## src/rtl/updown_mod_counter_if.sv

```systemverilog
// Control and status bundle for updown_mod_counter.
// The master drives the controls and the slave (the counter) drives the status signals.
interface updown_mod_counter_if #(
  parameter int WIDTH = 4
);
  logic             clr;
  logic             load;
  logic [WIDTH-1:0] load_val;
  logic             en;
  logic             up_dn;
  logic             sat_mode;
  logic [WIDTH-1:0] count;
  logic             tc;
  logic             wrap;
  logic             sat_hit;

  modport master (
    output clr, load, load_val, en, up_dn, sat_mode,
    input  count, tc, wrap, sat_hit
  );

  modport slave (
    input  clr, load, load_val, en, up_dn, sat_mode,
    output count, tc, wrap, sat_hit
  );
endinterface

```

## src/rtl/updown_mod_counter.sv

```systemverilog
// Up/down counter with a programmable modulus, an enable prescaler, parallel load,
// wrap or saturate limits, and terminal-count, wrap-pulse and sticky-saturation flags.
module updown_mod_counter #(
  parameter int     WIDTH    = 4,
  parameter longint MODULUS  = 16,
  parameter int     PRESCALE = 1
) (
  input logic                clk,
  input logic                rst,
  updown_mod_counter_if.slave bus
);

  localparam logic [WIDTH-1:0] MAX_VAL = WIDTH'(MODULUS - 1);
  localparam int               PW      = (PRESCALE > 1) ? $clog2(PRESCALE) : 1;

  logic [WIDTH-1:0] count_q;
  logic [WIDTH-1:0] load_clamped;
  logic             wrap_q;
  logic             sat_hit_q;
  logic             at_max;
  logic             at_zero;
  logic             at_limit;
  logic             pre_done;
  logic             step;

  always_comb begin
    at_max       = (count_q == MAX_VAL);
    at_zero      = (count_q == '0);
    at_limit     = bus.up_dn ? at_max : at_zero;
    load_clamped = (bus.load_val > MAX_VAL) ? MAX_VAL : bus.load_val;
    step         = bus.en && !bus.clr && !bus.load && pre_done;
  end

  // The prescaler counts enabled cycles; a step fires on its last phase.
  // With PRESCALE=1 every enabled cycle is a step, so no register exists.
  generate
    if (PRESCALE > 1) begin : g_pre
      localparam logic [PW-1:0] PRE_LAST = PW'(PRESCALE - 1);
      logic [PW-1:0] pre_q;

      always_ff @(posedge clk or posedge rst) begin
        if (rst) begin
          pre_q <= '0;
        end else if (bus.clr || bus.load) begin
          pre_q <= '0;
        end else if (bus.en) begin
          if (pre_q == PRE_LAST) begin
            pre_q <= '0;
          end else begin
            pre_q <= pre_q + PW'(1);
          end
        end
      end

      assign pre_done = (pre_q == PRE_LAST);
    end else begin : g_nopre
      assign pre_done = 1'b1;
    end
  endgenerate

  // wrap defaults low every cycle so it can only ever be a one-cycle pulse.
  always_ff @(posedge clk or posedge rst) begin
    if (rst) begin
      count_q   <= '0;
      wrap_q    <= 1'b0;
      sat_hit_q <= 1'b0;
    end else if (bus.clr) begin
      count_q   <= '0;
      wrap_q    <= 1'b0;
      sat_hit_q <= 1'b0;
    end else if (bus.load) begin
      count_q <= load_clamped;
      wrap_q  <= 1'b0;
    end else begin
      wrap_q <= 1'b0;
      if (step) begin
        if (!at_limit) begin
          count_q <= bus.up_dn ? (count_q + WIDTH'(1)) : (count_q - WIDTH'(1));
        end else if (!bus.sat_mode) begin
          count_q <= bus.up_dn ? '0 : MAX_VAL;
          wrap_q  <= 1'b1;
        end else begin
          sat_hit_q <= 1'b1;
        end
      end
    end
  end

  assign bus.count   = count_q;
  assign bus.tc      = at_limit;
  assign bus.wrap    = wrap_q;
  assign bus.sat_hit = sat_hit_q;

endmodule

```

## src/flat_wrapper.sv

```systemverilog
// flat-port wrapper written by rule: the top's interface ports become plain ports
module updown_mod_counter_flat 
#(
  parameter int     WIDTH    = 4,
  parameter longint MODULUS  = 16,
  parameter int     PRESCALE = 1
)
  (clk, rst, bus_clr, bus_load, bus_load_val, bus_en, bus_up_dn, bus_sat_mode, bus_count, bus_tc, bus_wrap, bus_sat_hit);
  updown_mod_counter_if #(.WIDTH(WIDTH)) bus_i ();
  input logic clk;
  input logic rst;
  input wire logic [$bits(bus_i.clr)-1:0] bus_clr;
  input wire logic [$bits(bus_i.load)-1:0] bus_load;
  input wire logic [$bits(bus_i.load_val)-1:0] bus_load_val;
  input wire logic [$bits(bus_i.en)-1:0] bus_en;
  input wire logic [$bits(bus_i.up_dn)-1:0] bus_up_dn;
  input wire logic [$bits(bus_i.sat_mode)-1:0] bus_sat_mode;
  output wire logic [$bits(bus_i.count)-1:0] bus_count;
  output wire logic [$bits(bus_i.tc)-1:0] bus_tc;
  output wire logic [$bits(bus_i.wrap)-1:0] bus_wrap;
  output wire logic [$bits(bus_i.sat_hit)-1:0] bus_sat_hit;
  assign bus_i.clr = bus_clr;
  assign bus_i.load = bus_load;
  assign bus_i.load_val = bus_load_val;
  assign bus_i.en = bus_en;
  assign bus_i.up_dn = bus_up_dn;
  assign bus_i.sat_mode = bus_sat_mode;
  assign bus_count = bus_i.count;
  assign bus_tc = bus_i.tc;
  assign bus_wrap = bus_i.wrap;
  assign bus_sat_hit = bus_i.sat_hit;
  updown_mod_counter #(.WIDTH(WIDTH), .MODULUS(MODULUS), .PRESCALE(PRESCALE)) u_core (.clk(clk), .rst(rst), .bus(bus_i));
endmodule
```

## config.mk

```make
export PLATFORM = sky130hd
export DESIGN_NAME = updown_mod_counter_flat
export DESIGN_NICKNAME = d
export VERILOG_FILES = /design/src/rtl/updown_mod_counter_if.sv /design/src/rtl/updown_mod_counter.sv /design/src/flat_wrapper.sv
export SDC_FILE = /design/constraint.sdc
export NUM_CORES = 1
export LEC_CHECK = 0
export BUFFER_PORTS_ARGS = -buffer_cell sky130_fd_sc_hd__buf_4
export CAP_MARGIN = 30
export CORE_ASPECT_RATIO = 1.4
export CORE_UTILIZATION = 25
export CTS_BUF_LIST = sky130_fd_sc_hd__clkbuf_4 sky130_fd_sc_hd__clkbuf_8
export DETAILED_ROUTE_END_ITERATION = 12
export SYNTH_ARGS = -nofsm -noshare
export SYNTH_HDL_FRONTEND = slang
export SYNTH_SLANG_ARGS = --single-unit
```

## constraint.sdc

```tcl
create_clock -name clk -period 3.37 [get_ports clk]
set_input_delay 0.5055 -clock clk [delete_from_list [all_inputs] [get_ports clk]]
set_output_delay 0.5055 -clock clk [all_outputs]
set_load 0.03 [all_outputs]
```

==> flow_metrics.py, run 1 <==
metrics = {
    "critical_path": {
        "r2r-start": "u_core.bus.count[1]",
        "worst_ep_arrival_time_ps": 1840,
        "cp-end-kind": "primary output",
        "r2r_cells": 4,
        "worstSetupStartpointType": "flop",
        "r2r_setup_slack_ps": 1480,
        "reg2reg_to": "u_core.bus.count[1]",
        "critPathKind": "reg -> out",
        "critPathMaxFanout": 6,
        "required_ps": 2860,
    },
    "clock_network": {
        "cts_resized": 0,
        "cts_tree": "built",
        "clk_pin_slew_ps": 50,
        "ctsRootBufferMaster": "clkbuf_4",
        "htreeDepth": 1,
        "clk_latency_ps": 240,
        "cts_buffer_depth": 2,
        "cts.sink_count": 6,
        "cts_inserted_buffers": 3,
        "cts_setup_buffers": 0,
        "hold_buffers": 0,
    },
    "run": {
        "drv_cap": 0,
    },
    "worst_hold_path": {
        "hold_class": "in -> async",
    },
    "pwr": {
        "vdd_ir_drop_max_uv": 64.7,
        "power_mw": 0.240,
        "leakage_nw": 0.304,
        "cellPowerDensity_nw_per_um2": 341,
    },
    "logic_synthesis": {
        "synth_seq_cells": 6,
        "syn_nets": 75,
        "yosysWarnings": 0,
        "syn-cell-area_um2": 533,
        "synthTopCellsByArea": "dfrtp_1 (28%), ha_1 (4.7%), a21oi_1 (3.8%)",
        "syn_inst": 61,
        "synth_top_area_share": 0.282,
        "synth_top_area_cell": "dfrtp_1",
        "ys_seq_area_frac": 0.282,
        "synth_area_per_cell_um2": 8.74,
        "synth_cell_types": 31,
    },
    "timing": {
        "rsz0062_at_grt": "false",
        "hold_violations": 0,
        "tns_ps": 0,
        "relSlewSlack": 0.759,
        "period_share": 0.695,
        "timing_max_transition_violations_final": 0,
        "whs_ps": 181,
        "worst_slew_pin_slew_ps": 357,
        "timing.fmax_ghz": 0.427,
        "clock_skew_ps": 1.09,
        "layout_min_cycle_time_ps": 2340,
        "setup_violations": 0,
    },
    "layout": {
        "final_core_util": 0.352,
        "final_area_um2": 702,
        "drive_gt1_frac": 0.350,
        "final_nets": 96,
        "syn_to_final_growth_pct": 31.7,
        "antenna_cells": 0,
    },
    "global_routing": {
        "grt_first_pass_wirelength_mm": 1.97,
        "grt_antenna_before_repair": 0,
        "grt_usage": 0.127,
        "grt_max_degree": 11,
        "overflow": 0,
        "grt_pass1_vias": 481,
    },
    "routing": {
        "routedWlPerCell_um": 13.1,
        "vias": 545,
        "drt-pass1-iter-count": 4,
        "vias_per_cell": 5.40,
        "ant_nets": 0,
        "first_iter_violations": 5,
        "drcViolationCount": 0,
        "drt_wl_total_mm": 1.32,
    },
    "die": {
        "fp.dieW_um": 41.0,
        "dieHeight_um": 56.6,
        "pin_count": 18,
        "rows": 19,
        "initial_core_util": 0.267,
        "die-area_um2": 2320,
        "coreArea_um2": 2000,
    },
    "place": {
        "place_congestion": 0.743,
        "postPlaceCellArea_um2": 679,
        "hpwl_mm": 1.11,
        "portBuffers": 17,
    },
    "run_status": {
        "run_status": "finished clean",
    },
}
[report_power, final]
group	switching (mW)	internal, mW	total (mW)
Clock	0.0261	0.0403	0.0665
Combinational	0.0457	0.0394	0.0851
Sequential	0.0108	0.0772	0.0880
[worst max-delay path by stage]
stage | startpoint | to | slack, ps | cells past startpoint
after floorplan | u_core.bus.count[1] | bus_tc | 1200 | 3
after global placement | bus_up_dn | bus_tc | 1230 | 5
after detailed placement | bus_up_dn | bus_tc | 1210 | 5
after CTS | u_core.bus.count[0] | bus_tc | 1020 | 4
after global routing | u_core.bus.count[1] | bus_tc | 940 | 4
final | u_core.bus.count[1] | bus_tc | 1030 | 4
[kinds of logic (layout without fill, tap and decap cells)]
family          count (synthesis)  after routing  synth area share
simple gates                   29             29             0.336
compound gates                 16             16             0.232
flops                           6              6             0.282
buf+inv                         6             25            0.0493
fa+ha+maj                       3              3            0.0845
xor+xnor                        1              1            0.0164
[layer usage]
| layer | wire length, um | vias to the layer above | part of all wire | GRT usage |
|---|---|---|---|---|
| li1 | - | 267 | - | - |
| met1 | 485 | 243 | 0.37 | 0.108 |
| met2 | 702 | 29 | 0.53 | 0.223 |
| met3 | 99 | 6 | 0.075 | 0.0237 |
| met4 | 35 | 0 | 0.026 | 0.100 |
| met5 | 0 | - | 0 | 0 |
[layout by cell type, fill, tap and decap left out, types with 2 or more instances in the layout]
| master | instances |
|---|---|
| o21ai_0 | 2 |
| or2_2 | 3 |
| a21oi_1 | 4 |
| nand3_1 | 4 |
| dfrtp_1 | 6 |
| clkbuf_4 | 3 |
| nand2_1 | 4 |
| ha_1 | 2 |
| and2_1 | 2 |
| a211oi_1 | 2 |
| buf_4 | 17 |
| nor2b_1 | 3 |
| nor2_1 | 5 |
| inv_1 | 5 |
[cell usage after synthesis]
master and count:
ha_1 2, a32o_1 1, o31ai_1 1, or4_4 1, buf_4 1, nand2b_1 1
and2_1 2, nor2_1 5, a211oi_1 2, or2_2 3, nor3b_4 1, o21ai_0 2
nand2_1 4, nor4b_1 1, inv_1 5, a2111oi_2 1, dfrtp_1 6, nand4b_1 1
a21oi_1 4, fa_1 1, nor2b_1 3, xnor2_1 1, a311o_2 1, a211o_1 1
nand3b_1 1, a311o_1 1, o211ai_1 1, o311ai_0 1, and3_1 1, nand3_1 4
or3_2 1
[cell type report]
| class | count | area [um^2] |
|---|---|---|
| fillers | 221 | 1290 |
| multi-input cells | 49 | 357 |
| flip-flops and latches | 6 | 150 |
| repair buffers | 17 | 128 |
| well taps | 21 | 26.3 |
| clock buffers | 3 | 22.5 |
| inverters | 5 | 18.8 |
[worst max-delay path, stage by stage, from the launching register on]
cell and delay (ps):
dfrtp_1 440, or4_4 590, or2_2 330, nand2_1 80
buf_4 150
[sequential cells by signal, indices dropped and copies added (netlist names)]
name                flops
u_core.bus.wrap         1
u_core.bus.sat_hit      1
u_core.bus.count        4
[stage by stage]
step / cells / worst slack (ps)
finish: 101 / 1030
global route: 101 / 943
CTS: 101 / 1020
detailed placement: 98 / 1210
global placement: 98 / 1230
floorplan: 61 / 1200
Note: power is estimated with default switching activity, not from simulation.
==> run 2, diff against run 1 <==
Clock period 3.37 ns to 2.4 ns, I/O delays scaled along.
==> run 2 against run 1 <==
- combinational power is 47% higher
- critical path type unchanged
- cell area is 1.1% higher
- total power is 47% higher
- via count is 1.5% lower
- critical endpoint unchanged
==> flow_metrics.py, run 2 (synthesized netlist as in run 1, its figures left out) <==
metrics = {
    "run_status": {
        "run_status": "finished clean",
    },
    "critical_path": {
        "r2r_cells": 4,
        "worst_ep_arrival_time_ps": 1850,
        "cp-end-kind": "primary output",
        "critPathKind": "reg -> out",
        "cp-endpoint": "bus_tc",
        "crit_path_max_incr_delay_ps": 590,
        "path_buf_inv": 1,
        "worstSetupStartpointType": "flop",
        "critPathTopFamily": "simple AND/OR/NAND/NOR gates",
        "crit_start": "u_core.bus.count[1]",
        "r2r_setup_slack_ps": 520,
        "required_ps": 2040,
        "critPathMaxFanout": 6,
        "r2r-start": "u_core.bus.count[1]",
        "reg2reg_to": "u_core.bus.count[1]",
        "path_depth": 4,
        "crit_path_cell_trace": "or4_4, or2_2, nand2_1, buf_4",
        "slowest_stage": "or4_4",
    },
    "die": {
        "coreArea_um2": 2000,
        "rows": 19,
        "fp.dieW_um": 41.0,
        "die-area_um2": 2320,
        "pin_count": 18,
        "initial_core_util": 0.267,
        "dieHeight_um": 56.6,
    },
    "clock_network": {
        "cts_tree": "built",
        "cts_buffer_depth": 2,
        "htreeDepth": 1,
        "cts_setup_buffers": 0,
        "cts_resized": 0,
        "clk_pin_slew_ps": 50,
        "hold_buffers": 0,
        "cts.sink_count": 6,
        "cts_inserted_buffers": 3,
        "clk_latency_ps": 270,
        "ctsRootBufferMaster": "clkbuf_4",
    },
    "layout": {
        "final_cell_mix": "buf_4 (18), dfrtp_1 (6), nor2_1 (5), inv_1 (5)",
        "antenna_cells": 0,
        "final_common_cell": "buf_4",
        "n_fill_cell": 226,
        "drive_gt1_frac": 0.358,
        "syn_to_final_growth_pct": 33.1,
        "largest_reg_flops": 4,
        "final_nets": 97,
    },
    "global_routing": {
        "overflow": 0,
        "grt_antenna_before_repair": 0,
        "grt_usage": 0.148,
        "grt_first_pass_wirelength_mm": 2.30,
        "grt_max_degree": 11,
        "grt_pass1_vias": 517,
    },
    "pwr": {
        "vdd_ir_drop_max_uv": 132,
        "cellPowerDensity_nw_per_um2": 498,
        "power.switching_mw": 0.131,
        "p_seq_frac": 0.341,
        "power_mw": 0.353,
        "p_int_mw": 0.222,
        "clockPowerShare": 0.304,
        "leakage_nw": 0.309,
        "comb_power_share": 0.355,
        "swShare": 0.370,
    },
    "worst_hold_path": {
        "hold_class": "in -> async",
    },
    "place": {
        "portBuffers": 17,
        "place_congestion": 0.777,
        "hpwl_mm": 1.21,
    },
    "timing": {
        "period_share": 0.922,
        "setup_violations": 0,
        "relSlewSlack": 0.764,
        "timing_max_transition_violations_final": 0,
        "rsz0062_at_grt": "false",
        "timing.fmax_ghz": 0.452,
        "worst_slew_pin_slew_ps": 350,
        "layout_min_cycle_time_ps": 2210,
        "tns_ps": 0,
        "hold_violations": 0,
        "clock_skew_ps": 2.48,
    },
    "routing": {
        "vias": 537,
        "drcViolationCount": 0,
        "drt-pass1-iter-count": 4,
        "drt_wl_total_mm": 1.51,
        "first_iter_violations": 16,
        "ant_nets": 0,
        "routedWlPerCell_um": 14.8,
        "vias_per_cell": 5.26,
    },
    "run": {
        "drv_cap": 0,
    },
}
[run 2: changes by cell type in the layout (fill, tap and decap cells not counted)]
cell / before / now
buf_4: 17 / 18
[run 2: how the worst min path moves through the flow]
stage	startpoint	to	slack [ps]
after detailed placement	rst	u_core.bus.sat_hit	320
after global placement	rst	u_core.bus.sat_hit	310
after floorplan	rst	u_core.bus.count[0]	150
after global routing	rst	u_core.bus.wrap	50
after CTS	rst	u_core.bus.wrap	50
final	rst	u_core.bus.wrap	30
[run 2: worst register-to-register path: stages (launching register included)]
cell	delay (ps)
dfrtp_1	430
or4_4	590
nor3b_4	290
a211oi_1	100
a311o_2	360
[run 2: power groups by stage]
| stage | logic (mW) | clock network (mW) | registers [mW] |
|---|---|---|---|
| 2_1_floorplan | 0.0686 | 0 | 0.132 |
| 3_3_place_gp | 0.125 | 0 | 0.121 |
| 3_5_place_dp | 0.126 | 0 | 0.122 |
| 4_1_cts | 0.126 | 0.107 | 0.120 |
| 5_1_grt | 0.139 | 0.115 | 0.122 |
| 6_report | 0.125 | 0.108 | 0.121 |
[run 2: layout make-up]
cell class              count  area (um^2)  share of cell area
multi-input cells          49          357               0.503
clock buffers               3         22.5              0.0317
flip-flops and latches      6          150               0.212
repair buffers             18          135               0.190
inverters                   5         18.8              0.0265
well taps                  21         26.3              0.0370
[run 2: metrics by stage]
step	hold slack [ps]	cell area (um^2)	instances	setup WS (ps)	utilization
2_1_floorplan	151	533	61	373	-
3_3_place_gp	315	687	99	498	0.344
3_5_place_dp	321	687	99	439	0.344
4_1_cts	45.2	709	102	195	0.355
5_1_grt	54.2	709	102	122	0.355
6_report	26.9	709	102	187	0.355
[run 2: per-layer routing]
layer / vias up / wire length [um] / track usage
li1: 266 / - / -
met1: 246 / 559 / 0.151
met2: 20 / 780 / 0.252
met3: 5 / 123 / 0.0277
met4: 0 / 42 / 0.0857
met5: - / 0 / 0
==> run 3, diff against run 2 <==
Settings changed: CTS_BUF_LIST sky130_fd_sc_hd__clkbuf_4 sky130_fd_sc_hd__clkbuf_8 to default, MAX_ROUTING_LAYER from default to met4.
==> run 3 against run 2 <==
- worst setup slack improved by 2.5 ps
- clock skew decreased by 0.99 ps
- final cell count unchanged
- sequential share of layout area unchanged
- count of clock-buffer cells in the layout unchanged
- routed wire length decreased by 0.47%
- clock power about the same
- die area unchanged
- core utilization unchanged
- critical path type unchanged
- critical endpoint unchanged
- largest cell class unchanged
- highest routed layer unchanged
==> flow_metrics.py, run 3 (synthesized netlist as in run 1, its figures left out) <==
metrics = {
    "worst_hold_path": {
        "hold_class": "in -> async",
    },
    "die": {
        "die-area_um2": 2320,
        "initial_core_util": 0.267,
        "rows": 19,
        "coreArea_um2": 2000,
        "fp.dieW_um": 41.0,
        "dieHeight_um": 56.6,
        "pin_count": 18,
    },
    "critical_path": {
        "crit_path_max_incr_delay_ps": 590,
        "critPathKind": "reg -> out",
        "critPathMaxFanout": 6,
        "crit_path_cell_trace": "or4_4, or2_2, nand2_1, buf_4",
        "required_ps": 2040,
        "critPathTopFamily": "simple AND/OR/NAND/NOR gates",
        "slowest_stage": "or4_4",
        "worst_ep_arrival_time_ps": 1850,
        "worstSetupStartpointType": "flop",
        "path_buf_inv": 1,
        "cp-end-kind": "primary output",
    },
    "routing": {
        "drt-pass1-iter-count": 4,
        "drcViolationCount": 0,
        "routedWlPerCell_um": 14.7,
        "first_iter_violations": 14,
        "vias_per_cell": 5.45,
        "drt_wl_total_mm": 1.50,
        "vias": 556,
        "ant_nets": 0,
    },
    "timing": {
        "worst_slew_pin_slew_ps": 356,
        "clock_skew_ps": 1.49,
        "setup_violations": 0,
        "layout_min_cycle_time_ps": 2210,
        "relSlewSlack": 0.759,
        "timing_max_transition_violations_final": 0,
        "tns_ps": 0,
        "rsz0062_at_grt": "false",
        "period_share": 0.921,
        "timing.fmax_ghz": 0.452,
        "hold_violations": 0,
    },
    "pwr": {
        "power_mw": 0.352,
        "cellPowerDensity_nw_per_um2": 497,
        "vdd_ir_drop_max_uv": 132,
        "leakage_nw": 0.309,
    },
    "layout": {
        "final_common_cell": "buf_4",
        "drive_gt1_frac": 0.358,
        "antenna_cells": 0,
        "largest_reg_flops": 4,
        "final_cell_mix": "buf_4 (18), dfrtp_1 (6), nor2_1 (5), inv_1 (5)",
        "n_fill_cell": 226,
        "final_nets": 97,
        "syn_to_final_growth_pct": 33.1,
    },
    "clock_network": {
        "cts.sink_count": 6,
        "clk_pin_slew_ps": 50,
        "htreeDepth": 1,
        "cts_setup_buffers": 0,
        "ctsRootBufferMaster": "clkbuf_4",
        "cts_inserted_buffers": 3,
        "cts_resized": 0,
        "clk_latency_ps": 260,
        "cts_tree": "built",
        "cts_buffer_depth": 2,
        "hold_buffers": 0,
    },
    "place": {
        "hpwl_mm": 1.21,
        "place_congestion": 0.788,
        "portBuffers": 17,
    },
    "global_routing": {
        "grt_max_degree": 11,
        "grt_pass1_vias": 517,
        "grt-busiest-layer": "met2",
        "met3_usage": 0.0277,
        "use_met2": 0.252,
        "grt_use_met1": 0.149,
        "grt_usage": 0.151,
        "grt_antenna_before_repair": 0,
        "grt_first_pass_wirelength_mm": 2.28,
        "overflow": 0,
    },
    "run_status": {
        "run_status": "finished clean",
    },
    "run": {
        "drv_cap": 0,
    },
}
## run 3: power by group
part           leakage (nW)  switching (mW)  internal (mW)  total, mW
registers            0.0799          0.0123          0.108      0.121
logic                 0.215          0.0689         0.0567      0.126
clock network        0.0138          0.0488         0.0574      0.106
total                 0.309           0.130          0.222      0.352
## run 3: through the flow
stage	hold WS, ps	std cells	instance area (um^2)	util	setup WS, ps
2_1_floorplan	151	61	533	-	373
4_1_cts	45.2	102	709	0.355	195
6_report	30.0	102	709	0.355	190
3_3_place_gp	315	99	687	0.344	498
5_1_grt	54.2	102	709	0.355	122
3_5_place_dp	321	99	687	0.344	439
## run 3: path summary, 6_finish.rpt
path	from	endpoint	slack, ps	depth (start not counted)
worst min register to register	u_core.bus.sat_hit	u_core.bus.sat_hit	510	2
worst max-delay path	u_core.bus.count[1]	bus_tc	190	4
worst max register to register	u_core.bus.count[1]	u_core.bus.count[1]	510	4
min in group clk	bus_clr	u_core.bus.sat_hit	280	2
max in group asynchronous	rst	u_core.bus.count[3]	2160	2
worst min-delay path	rst	u_core.bus.wrap	30	2
## run 3: cell type report
| cell class | count | area [um^2] | area share |
|---|---|---|---|
| multi-input combinational | 49 | 357 | 0.503 |
| inverter | 5 | 18.8 | 0.0265 |
| tap | 21 | 26.3 | 0.0370 |
| sequential | 6 | 150 | 0.212 |
| timing repair buffer | 18 | 135 | 0.190 |
| clock buffer | 3 | 22.5 | 0.0317 |
## run 3: metal layers
metal  vias to the layer above  wire (um)
met2                        27        775
met1                       256        539
met3                         7        133
met5                         -          0
li1                        266          -
met4                         0         49
